### config.mk
export PLATFORM = sky130hd
export DESIGN_NAME = dmem_access_unit
export DESIGN_NICKNAME = d
export VERILOG_FILES = /design/src/rtl/dmem_access_pkg.sv /design/src/rtl/dmem_lane_align.sv /design/src/rtl/dmem_access_unit.sv
export SDC_FILE = /design/constraint.sdc
export NUM_CORES = 1
export LEC_CHECK = 0
export CAP_MARGIN = 5
export CORE_UTILIZATION = 41
export CTS_BUF_LIST = sky130_fd_sc_hd__clkbuf_16
export DETAILED_ROUTE_END_ITERATION = 8
export MAX_ROUTING_LAYER = met4
export PLACE_DENSITY = 0.68
export SETUP_SLACK_MARGIN = 0.02
export SLEW_MARGIN = 10
export SYNTH_ARGS = -nofsm -noshare
export SYNTH_HDL_FRONTEND = slang
export SYNTH_HIERARCHICAL = 1
export SYNTH_SLANG_ARGS = --single-unit
### constraint.sdc
create_clock -name clk -period 6.5 [get_ports clk]
set_clock_uncertainty 0.2 [all_clocks]
set_input_delay 1.3 -clock clk [delete_from_list [all_inputs] [get_ports clk]]
set_output_delay 1.3 -clock clk [all_outputs]
set_load 0.01 [all_outputs]
### src/rtl/dmem_access_pkg.sv
// Shared definitions for the data-memory load/store unit.
// Holds the operation encoding seen on req_op, the FSM state encoding,
// the lane-width constants used when slicing memory words, and the
// default placement of the data memory in the address map.
package dmem_access_pkg;

    // Lane widths used when slicing and merging memory words
    localparam int BYTE_W = 8;
    localparam int HALF_W = 16;
    localparam int WORD_W = 32;

    // Default placement of the data memory in the byte address space
    localparam logic [31:0] DMEM_BASE_DEFAULT  = 32'h1000_0000;
    localparam int unsigned DMEM_BYTES_DEFAULT = 512;

    // Operation codes carried on req_op; codes above SW are undefined and fault
    typedef enum logic [3:0] {
        LB  = 4'd0,
        LBU = 4'd1,
        LH  = 4'd2,
        LHU = 4'd3,
        LW  = 4'd4,
        LWL = 4'd5,
        LWR = 4'd6,
        SB  = 4'd7,
        SH  = 4'd8,
        SW  = 4'd9
    } lsu_op_t;

    typedef enum logic [2:0] {
        ST_IDLE,
        ST_LOAD,
        ST_WRITE,
        ST_RMW_RD,
        ST_RMW_WR,
        ST_RESP
    } state_t;

endpackage

### src/rtl/dmem_lane_align.sv
// Combinational lane logic for the load/store unit.
// Ports:
//   op         - operation code (lsu_op_t encoding)
//   lane       - byte lane within the word (addr[1:0])
//   word       - word read from data memory
//   rt_old     - current rt value, merged into LWL/LWR results
//   wdata      - store data from the CPU
//   load_data  - formatted load result (sign/zero extended or LWL/LWR merged)
//   store_word - word to write back for SB/SH (addressed lanes replaced)
module dmem_lane_align
    import dmem_access_pkg::*;
(
    input  logic [3:0]  op,
    input  logic [1:0]  lane,
    input  logic [31:0] word,
    input  logic [31:0] rt_old,
    input  logic [31:0] wdata,
    output logic [31:0] load_data,
    output logic [31:0] store_word
);

    lsu_op_t            op_e;
    logic [BYTE_W-1:0]  byte_sel;
    logic [HALF_W-1:0]  half_sel;
    logic [WORD_W-1:0]  shifted;

    assign op_e     = lsu_op_t'(op);
    assign shifted  = word >> (BYTE_W * int'(lane));
    assign byte_sel = shifted[BYTE_W-1:0];
    assign half_sel = lane[1] ? word[31:16] : word[15:0];

    // Load formatting. LWL fills the upper bytes from the low end of the
    // memory word; LWR fills the lower bytes from the high end. Bytes not
    // supplied by memory keep the old rt contents.
    always_comb begin
        load_data = word;
        case (op_e)
            LB:  load_data = {{(WORD_W-BYTE_W){byte_sel[BYTE_W-1]}}, byte_sel};
            LBU: load_data = {{(WORD_W-BYTE_W){1'b0}}, byte_sel};
            LH:  load_data = {{(WORD_W-HALF_W){half_sel[HALF_W-1]}}, half_sel};
            LHU: load_data = {{(WORD_W-HALF_W){1'b0}}, half_sel};
            LWL: begin
                case (lane)
                    2'd0:    load_data = {word[7:0],  rt_old[23:0]};
                    2'd1:    load_data = {word[15:0], rt_old[15:0]};
                    2'd2:    load_data = {word[23:0], rt_old[7:0]};
                    default: load_data = word;
                endcase
            end
            LWR: begin
                case (lane)
                    2'd0:    load_data = word;
                    2'd1:    load_data = {rt_old[31:24], word[31:8]};
                    2'd2:    load_data = {rt_old[31:16], word[31:16]};
                    default: load_data = {rt_old[31:8],  word[31:24]};
                endcase
            end
            default: load_data = word;
        endcase
    end

    // Store merge for the read-modify-write path; only the addressed
    // lane(s) take the new data, everything else is the word just read.
    always_comb begin
        store_word = wdata;
        case (op_e)
            SB: begin
                store_word = word;
                case (lane)
                    2'd0:    store_word[7:0]   = wdata[7:0];
                    2'd1:    store_word[15:8]  = wdata[7:0];
                    2'd2:    store_word[23:16] = wdata[7:0];
                    default: store_word[31:24] = wdata[7:0];
                endcase
            end
            SH: store_word = lane[1] ? {wdata[15:0], word[15:0]}
                                     : {word[31:16], wdata[15:0]};
            default: store_word = wdata;
        endcase
    end

endmodule

### src/rtl/dmem_access_unit.sv
// Load/store unit between the CPU datapath and a word-wide data memory.
// Accepts one request at a time, turns byte/halfword/unaligned accesses into
// whole-word memory accesses (read-modify-write for SB/SH), formats load data
// and reports misaligned, undefined or out-of-range accesses as faults.
// Ports:
//   clk, reset_n          - clock and asynchronous active-low reset
//   req_valid/req_ready   - request handshake (ready only while idle)
//   req_op/addr/wdata/rt_old - request fields
//   resp_valid/rdata/fault   - one-cycle completion pulse and result
//   mem_address/writedata/write/readdata - word-wide data memory port
module dmem_access_unit
    import dmem_access_pkg::*;
#(
    parameter logic [31:0] DMEM_BASE  = DMEM_BASE_DEFAULT,
    parameter int unsigned DMEM_BYTES = DMEM_BYTES_DEFAULT
) (
    input  logic        clk,
    input  logic        reset_n,
    input  logic        req_valid,
    output logic        req_ready,
    input  logic [3:0]  req_op,
    input  logic [31:0] req_addr,
    input  logic [31:0] req_wdata,
    input  logic [31:0] req_rt_old,
    output logic        resp_valid,
    output logic [31:0] resp_rdata,
    output logic        resp_fault,
    output logic [31:0] mem_address,
    output logic [31:0] mem_writedata,
    output logic        mem_write,
    input  logic [31:0] mem_readdata
);

    localparam logic [31:0] DMEM_LIMIT = DMEM_BYTES;

    state_t      state, next_state;
    logic [3:0]  op_q;
    logic [31:0] addr_q;
    logic [31:0] wdata_q;
    logic [31:0] rt_old_q;
    logic        fault_q;
    logic [31:0] rdata_q;
    logic [31:0] merge_q;

    logic [31:0] req_offset;
    logic        req_undefined;
    logic        req_misaligned;
    logic        req_out_of_range;
    logic        req_fault;
    logic        req_is_load;
    logic [31:0] word_addr;
    logic [31:0] load_data;
    logic [31:0] store_word;

    // Classify the incoming request. The range check subtracts the base from
    // the aligned address so that addresses below the base wrap to a huge
    // offset and fail the same single comparison as those above the top.
    assign req_offset       = {req_addr[31:2], 2'b00} - DMEM_BASE;
    assign req_out_of_range = req_offset >= DMEM_LIMIT;
    assign req_undefined    = req_op > 4'(SW);
    assign req_misaligned   = ((req_op == 4'(LH) || req_op == 4'(LHU) || req_op == 4'(SH)) && req_addr[0])
                            || ((req_op == 4'(LW) || req_op == 4'(SW)) && (req_addr[1:0] != 2'b00));
    assign req_fault        = req_undefined || req_misaligned || req_out_of_range;
    assign req_is_load      = req_op <= 4'(LWR);

    assign word_addr = {addr_q[31:2], 2'b00};

    dmem_lane_align u_lane_align (
        .op         (op_q),
        .lane       (addr_q[1:0]),
        .word       (mem_readdata),
        .rt_old     (rt_old_q),
        .wdata      (wdata_q),
        .load_data  (load_data),
        .store_word (store_word)
    );

    // State register; reset drops any operation in flight immediately
    always_ff @(posedge clk or negedge reset_n) begin
        if (!reset_n) begin
            state <= ST_IDLE;
        end else begin
            state <= next_state;
        end
    end

    // Request capture and the two memory samples: the formatted load result
    // at the end of LOAD and the merged store word at the end of RMW_RD.
    // rdata_q is cleared on acceptance so stores and faults respond with 0.
    always_ff @(posedge clk or negedge reset_n) begin
        if (!reset_n) begin
            op_q     <= '0;
            addr_q   <= '0;
            wdata_q  <= '0;
            rt_old_q <= '0;
            fault_q  <= 1'b0;
            rdata_q  <= '0;
            merge_q  <= '0;
        end else begin
            case (state)
                ST_IDLE: begin
                    if (req_valid) begin
                        op_q     <= req_op;
                        addr_q   <= req_addr;
                        wdata_q  <= req_wdata;
                        rt_old_q <= req_rt_old;
                        fault_q  <= req_fault;
                        rdata_q  <= '0;
                    end
                end
                ST_LOAD:   rdata_q <= load_data;
                ST_RMW_RD: merge_q <= store_word;
                default: ;
            endcase
        end
    end

    // Next-state and outputs. The memory port is driven only in the states
    // that actually access memory and is zero everywhere else.
    always_comb begin
        next_state    = state;
        req_ready     = 1'b0;
        resp_valid    = 1'b0;
        resp_rdata    = '0;
        resp_fault    = 1'b0;
        mem_address   = '0;
        mem_writedata = '0;
        mem_write     = 1'b0;
        case (state)
            ST_IDLE: begin
                req_ready = 1'b1;
                if (req_valid) begin
                    if (req_fault)                 next_state = ST_RESP;
                    else if (req_is_load)          next_state = ST_LOAD;
                    else if (req_op == 4'(SW))     next_state = ST_WRITE;
                    else                           next_state = ST_RMW_RD;
                end
            end
            ST_LOAD: begin
                mem_address = word_addr;
                next_state  = ST_RESP;
            end
            ST_WRITE: begin
                mem_address   = word_addr;
                mem_writedata = wdata_q;
                mem_write     = 1'b1;
                next_state    = ST_RESP;
            end
            ST_RMW_RD: begin
                mem_address = word_addr;
                next_state  = ST_RMW_WR;
            end
            ST_RMW_WR: begin
                mem_address   = word_addr;
                mem_writedata = merge_q;
                mem_write     = 1'b1;
                next_state    = ST_RESP;
            end
            ST_RESP: begin
                resp_valid = 1'b1;
                resp_rdata = rdata_q;
                resp_fault = fault_q;
                next_state = ST_IDLE;
            end
            default: next_state = ST_IDLE;
        endcase
    end

endmodule
==> flow_summary.ini, run 1 <==
[pwr]
powerDensity_nw_per_um2 = 430
power.internal_mw = 3.31
comb_power_share_pct = 47.4
clkPwrFrac_pct = 19.3
seq_power_share_pct = 33.3
ir_drop_mv = 0.204
p_switching_mw = 2.32
switching_share_pct = 41.2
leakage_nw = 5.97

[grt]
grt_overflow_total = 0
grt_pass1_wl_microns = 53000
grt_pass1_vias = 9284
antenna_found_initial = 0
grt_usage_pct = 27.7
grt_max_degree = 99

[cells_and_area]
nets = 1429
fillers = 2301
final_cell_mix = 370 x nand2_1, 231 x clkdlybuf4s50_1, 166 x dfrtp_1
drive_above_1_share_pct = 10.1
fin_util_pct = 54.0
area_growth_pct = 29.5
final_common_cell = nand2_1
layout.cells.non_filler = 1630
antenna_cells = 0

[timing]
setup_violations = 0
final.min_clock_period_ns = 4.15
clock.fmax_mhz = 241
hold_ws_ns = 0.271
relSlewSlack_pct = 27.6
tightest_slew_ns = 1.09
rsz0062_at_grt = no
setup_tns_ns = 0
finalCritPeriodShare_pct = 63.8
slew_viol_final = 0
hold_viol = 0

[yosys]
ys_seq_area_share_pct = 41.6
synth-async-reset-ratio_pct = 100
synth.largest_area_cell = dfrtp_1
synth-main-ff-cell = dfrtp_1
synth.cell_area_sq_um = 10100
ys_seq_elements = 168
synth_top_area_share_pct = 41.6
synth_cells = 1117
synth_area_per_cell_sq_um = 9.05
yosys_warnings = 6
synth_edf_count = 0
netlist_top_cells_area = dfrtp_1 42%, nand2_1 14%, mux2i_1 6.3%, mux2_2 5.8%, and2_1 4.0%
ys_types = 64

[floorplanning]
die-area_sq_um = 25300
core_area_sq_um = 24200
initial_core_util_pct = 41.7
die_w_microns = 159
ios = 235
die_y_microns = 159
rows = 57

[worst_setup_path]
critPathKind = reg2out
cp_cell_sequence = and3b_1, and2_1, clkdlybuf4s50_1
arrival_ns = 2.65
crit_fanout = 34
endpoint_kind = output pin
critPathSlowestCell = and3b_1
start_kind = flop
required_ns = 5.00
cpPeakStageDelay_ns = 0.82

[clock_network]
worst_skew_pair.late_latency_ns = 0.43
root_buffer = clkbuf_16
cts_hold_buf = 0
clkSinkCount = 168
clk_path_buf_depth = 2
cts.clk_slew.worst_paths_ns = 0.07
cts_made_buffers = 17
cts_tree = yes
htreeDepth = 4
postCtsSetupRepairBufs = 0
cts_resized = 0

[drt]
dr.pass1.iters = 7
drtIter0Drc = 832
wl_microns = 33700
drc = 0
detail-route-antenna-nets = 0
routed_via_density = 5.68
dr_total_vias = 9253
routedWlPerCell_microns = 20.7

[job]
cap_violations = 0

[placement]
post-dp-hpwl_microns = 23500
io_buffers = 232
gp_congestion = 0.912
placed_cells = 1599

[hold_path]
holdCritPathClass = reg2reg

[outcome]
run_status = finished clean
-- power by group through the flow --
stage / logic, mW / registers (mW) / clock network [mW]
final: 2.67 / 1.88 / 1.08
after global routing: 2.91 / 1.92 / 1.14
after CTS: 2.66 / 1.87 / 1.10
after detailed placement: 2.64 / 1.88 / 0
after global placement: 2.61 / 1.88 / 0
after floorplan: 1.94 / 1.62 / 0
-- critical path: cells and delay by family, from the launching register on --
| family | cells | cell delay, ns |
|---|---|---|
| DFF | 1 | 0.58 |
| and+or+nand+nor | 2 | 1.08 |
| buffers and inverters | 1 | 0.54 |
-- logic make-up after synthesis --
kind of cell | count (synthesis) | share of synthesized area (%)
flops | 168 | 41.6
simple gates | 531 | 23.4
compound gates | 195 | 14.4
other cells | 1 | 0.0371
mux | 132 | 15.7
buf+inv | 90 | 4.85
-- sequential cells by signal, indices dropped and copies added (netlist names) --
register and cells:
addr_q 32, fault_q 1, merge_q 32, op_q 4, rdata_q 32, rt_old_q 32, state 3, wdata_q 32
-- area by class of cell --
class | instances | area [sq um] | area share, %
Multi-Input combinational cell | 860 | 5440 | 41.6
Sequential cell | 168 | 4210 | 32.1
Timing Repair Buffer | 242 | 2400 | 18.3
Clock buffer | 17 | 425 | 3.25
Tap cell | 324 | 405 | 3.10
Clock inverter | 14 | 188 | 1.43
Inverter | 5 | 18.8 | 0.143
-- per-stage QoR --
step,setup WS [ns],power (mW),cell area (sq um)
floorplan,3.65,3.55,10100
global placement,2.72,4.49,12500
detailed placement,2.67,4.52,12500
CTS,2.28,5.62,13100
global route,2.12,5.98,13100
finish,2.35,5.63,13100
-- cell usage after synthesis (all sizes together) (10+ instances only) --
| cell | instances |
|---|---|
| and2 | 73 |
| nor2 | 38 |
| a22o | 32 |
| clkbuf | 32 |
| mux2i | 64 |
| a221o | 19 |
| a21oi | 10 |
| o22ai | 18 |
| a31oi | 10 |
| buf | 53 |
| o21ai | 55 |
| mux2 | 52 |
| nand2 | 371 |
| o22a | 14 |
| mux4 | 16 |
| dfrtp | 168 |
-- per-layer routing --
layer | part of all wire, % | up-vias | global-route usage, %
li1 | - | 4215 | -
met1 | 43 | 4499 | 35.8
met2 | 46 | 473 | 42.8
met3 | 8.7 | 66 | 6.56
met4 | 2.8 | 0 | 8.96
met5 | 0 | - | -
-- final timing paths --
path | start | to | cells after the start | slack (ns)
hold / removal | addr_q[8] | addr_q[8] | 2 | 0.27
setup reg to reg | addr_q[0] | rdata_q[7] | 6 | 3.07
hold reg to reg | addr_q[8] | addr_q[8] | 2 | 0.27
max in group asynchronous | reset_n | rdata_q[29] | 2 | 4.14
setup / recovery | state[0] | resp_rdata[12] | 3 | 2.35
min in group asynchronous | reset_n | wdata_q[30] | 1 | 0.60
No activity file was read; power rests on OpenSTA's default activity.
==> run 2: changes to the inputs <==
Settings changed: PLACE_DENSITY 0.68 to 0.7.
Clock period 6.5 ns to 3.7 ns, I/O delays scaled along.
==> flow_summary.ini, run 2 (same netlist as run 1, synthesis figures left out) <==
[worst_setup_path]
endpoint = mem_writedata[10]
crit_fanout = 33
r2r_slack_ns = 0.92
rr_endpoint = merge_q[13]
cpPeakStageDelay_ns = 0.58
critPathSlowestCell = dfrtp_1
endpoint_kind = output pin
start_kind = flop
startpoint = state[1]
required_ns = 2.76
cp_cell_sequence = nor3b_2, buf_4, a22o_1, clkdlybuf4s50_1
arrival_ns = 2.44
critPathKind = reg2out
reg2reg_depth = 6
worst_r2r_startpoint = addr_q[0]

[drt]
drc = 0
detail-route-antenna-nets = 0
wl_microns = 32800
routed_via_density = 5.57
drtIter0Drc = 853
routedWlPerCell_microns = 19.9
dr_total_vias = 9165
dr.pass1.iters = 7

[grt]
grt_max_degree = 67
grt_overflow_total = 0
grt_usage_pct = 27.4
grt_pass1_vias = 9057
grt_pass1_wl_microns = 52200
antenna_found_initial = 0

[pwr]
powerDensity_nw_per_um2 = 737
leakage_nw = 6.02
design_power_total_mw = 9.70
ir_drop_mv = 0.377

[job]
cap_violations = 0

[cells_and_area]
final_cell_mix = 370 x nand2_1, 231 x clkdlybuf4s50_1, 166 x dfrtp_1
layout.cells.non_filler = 1646
final_common_cell = nand2_1
area_growth_pct = 30.2
multi_input_area_sq_um = 5440
regArea_sq_um = 4210
fin_util_pct = 54.3
antenna_cells = 0
fillers = 2265
nets = 1445
drive_above_1_share_pct = 11.0

[clock_network]
root_buffer = clkbuf_16
cts_resized = 0
cts_made_buffers = 17
clk_path_buf_depth = 2
htreeDepth = 4
clkSinkCount = 168
postCtsSetupRepairBufs = 0
cts_tree = yes
cts_hold_buf = 0
worst_skew_pair.late_latency_ns = 0.45
cts.clk_slew.worst_paths_ns = 0.07

[timing]
final.min_clock_period_ns = 3.38
tightest_slew_ns = 0.801
rsz0062_at_grt = no
hold_viol = 0
relSlewSlack_pct = 46.4
layout_setup_ws_ns = 0.324
finalCritPeriodShare_pct = 91.2
clock.fmax_mhz = 296
slew_viol_final = 0
setup_violations = 0
setup_tns_ns = 0

[placement]
io_buffers = 232
place_ws_ns = 0.538
gp_congestion = 0.908
placed_cells = 1615
post-dp-hpwl_microns = 23600

[hold_path]
holdCritPathClass = in2async

[floorplanning]
die-area_sq_um = 25300
ios = 235
rows = 57
die_y_microns = 159
die_w_microns = 159
initial_core_util_pct = 41.7
core_area_sq_um = 24200

[outcome]
run_status = finished clean
==> run 2: changes by cell type in the layout (fill, tap and decap cells not counted) <==
cell,before,now
bufinv_16,3,0
clkinv_4,1,2
clkinv_1,0,1
inv_8,3,0
inv_1,5,6
buf_12,0,3
clkinv_2,1,2
buf_4,10,23
clkinvlp_4,2,4
==> run 2: layout make-up <==
cell class / count / area share (%)
multi-input cells: 860 / 41.4
flip-flops and latches: 168 / 32.0
repair buffers: 258 / 19.4
clock buffers: 17 / 3.23
well taps: 324 / 3.08
clock inverters: 14 / 0.761
inverters: 5 / 0.143
==> run 2: report_power, final <==
group	switching (mW)	internal [mW]
clock	0.776	0.855
combinational	2.55	2.30
sequential	0.714	2.51
==> run 2: worst min path at each step <==
stage	cells past startpoint	start	endpoint	slack [ns]
global placement	2	addr_q[3]	addr_q[3]	0.25
finish	1	reset_n	wdata_q[24]	0.03
detailed placement	2	addr_q[3]	addr_q[3]	0.25
floorplan	0	reset_n	addr_q[0]	0.24
CTS	1	reset_n	wdata_q[24]	0.05
global route	1	reset_n	wdata_q[24]	0.07
==> run 2: per-layer routing <==
layer  up-vias  global-route usage [%]  part of all wire, %
li1       4248                       -                    -
met1      4459                    36.4                   43
met2       404                    41.6                   46
met3        54                    5.70                  8.3
met4         0                    9.09                  2.5
met5         -                       -                    0
==> run 2: per-stage QoR <==
step / hold WS [ns] / cell area [sq um]
after floorplan: 0.237 / 10100
after global placement: 0.251 / 12600
after detailed placement: 0.254 / 12600
after CTS: 0.0482 / 13200
after global routing: 0.0663 / 13200
final: 0.0280 / 13200
==> run 2: critical path: cells and delay by family (launching register included) <==
kind	cells	cell delay, ns
AOI/OAI and AO/OA	1	0.26
DFF	1	0.58
and+or+nand+nor	1	0.23
buffers and inverters	2	0.91
==> run 3: changes to the inputs <==
Settings changed: CELL_PAD_IN_SITES_DETAIL_PLACEMENT from default to 0, CELL_PAD_IN_SITES_GLOBAL_PLACEMENT from default to 1, CORE_UTILIZATION 41 to 34, PLACE_DENSITY 0.7 to default, PLACE_DENSITY_LB_ADDON from default to 0.1.
==> flow_summary.ini, run 3 (same netlist as run 1, synthesis figures left out) <==
[outcome]
run_status = finished clean

[clock_network]
clk_path_buf_depth = 2
worst_skew_pair.late_latency_ns = 0.43
cts_hold_buf = 0
cts_made_buffers = 17
cts_resized = 0
htreeDepth = 4
postCtsSetupRepairBufs = 0
cts_tree = yes
cts.clk_slew.worst_paths_ns = 0.08
root_buffer = clkbuf_16
clkSinkCount = 168

[timing]
slew_viol_final = 0
setup_tns_ns = 0
hold_ws_ns = 0.107
relSlewSlack_pct = 44.7
clock.fmax_mhz = 294
finalCritPeriodShare_pct = 91.8
tightest_slew_ns = 0.827
final.min_clock_period_ns = 3.40
layout_setup_ws_ns = 0.303
rsz0062_at_grt = no
hold_viol = 0
setup_violations = 0

[cells_and_area]
area_growth_pct = 32.7
fin_area_sq_um = 13400
final_common_cell = nand2_1
drive_above_1_share_pct = 11.8
fin_util_pct = 46.3
layout.cells.non_filler = 1717
final_cell_mix = 370 x nand2_1, 231 x clkdlybuf4s50_1, 166 x dfrtp_1
nets = 1454

[drt]
detail-route-antenna-nets = 0
routedWlPerCell_microns = 21.1
wl_microns = 36300
routed_via_density = 5.31
dr.pass1.iters = 5
drtIter0Drc = 648
drc = 0
dr_total_vias = 9110

[placement]
post-dp-hpwl_microns = 26000
io_buffers = 232
place_area_sq_um = 12800
placed_cells = 1684
gp_congestion = 0.895
place_ws_ns = 0.518

[worst_setup_path]
critPathTopFamily = buffers and inverters
reg2reg_depth = 7
crit_fanout = 33
rr_endpoint = rdata_q[28]
worst_r2r_startpoint = addr_q[1]
start_kind = flop
r2r_slack_ns = 0.84
crit_buf_inv = 2
endpoint_kind = output pin
cp_cell_sequence = nor3b_2, buf_4, a22o_1, clkdlybuf4s50_1
critPathSlowestCell = dfrtp_1
critPathKind = reg2out
required_ns = 2.76
arrival_ns = 2.46
cpPeakStageDelay_ns = 0.57

[grt]
grt_overflow_total = 0
grt_usage_pct = 24.9
antenna_found_initial = 1
grt_pass1_vias = 9153
grt_pass1_wl_microns = 56000
grt_max_degree = 73

[pwr]
clkPwrFrac_pct = 18.5
switching_share_pct = 42.2
power.internal_mw = 5.82
comb_power_share_pct = 49.3
seq_power_share_pct = 32.2
powerDensity_nw_per_um2 = 751
design_power_total_mw = 10.1
ir_drop_mv = 0.362
leakage_nw = 6.12
p_switching_mw = 4.25

[floorplanning]
rows = 62
initial_core_util_pct = 34.9
die_w_microns = 174
ios = 235
core_area_sq_um = 28900
die_y_microns = 174
die-area_sq_um = 30400

[job]
cap_violations = 0

[hold_path]
holdCritPathClass = in2async
==> run 3: power by group through the flow <==
stage	sequential, mW	clock, mW	combinational (mW)
final	3.24	1.86	4.97
after global routing	3.34	1.97	5.42
after CTS	3.24	1.91	4.98
after detailed placement	3.26	0	4.95
after global placement	3.26	0	4.94
after floorplan	2.84	0	3.40
==> run 3: metal layers <==
layer | up-vias | GRT usage [%] | part of all wire (%)
li1 | 4271 | - | -
met1 | 4426 | 33.0 | 45
met2 | 370 | 38.7 | 46
met3 | 43 | 4.99 | 7.1
met4 | 0 | 6.43 | 1.8
met5 | - | - | 0
==> run 3: cell type report <==
cell class / instances / area, sq um
repair buffers: 267 / 2650
flip-flops and latches: 168 / 4210
inverters: 5 / 18.8
clock inverters: 15 / 183
clock buffers: 17 / 425
diodes: 1 / 2.50
well taps: 384 / 480
fillers: 2821 / 15500
multi-input cells: 860 / 5440
==> run 3: how the worst max path moves through the flow <==
| stage | startpoint | end | cells after the start |
|---|---|---|---|
| detailed placement | mem_readdata[23] | rdata_q[22] | 7 |
| finish | state[1] | mem_writedata[13] | 4 |
| global route | state[1] | mem_writedata[13] | 4 |
| global placement | mem_readdata[7] | rdata_q[28] | 7 |
| floorplan | op_q[1] | merge_q[0] | 7 |
| CTS | state[1] | mem_writedata[13] | 4 |
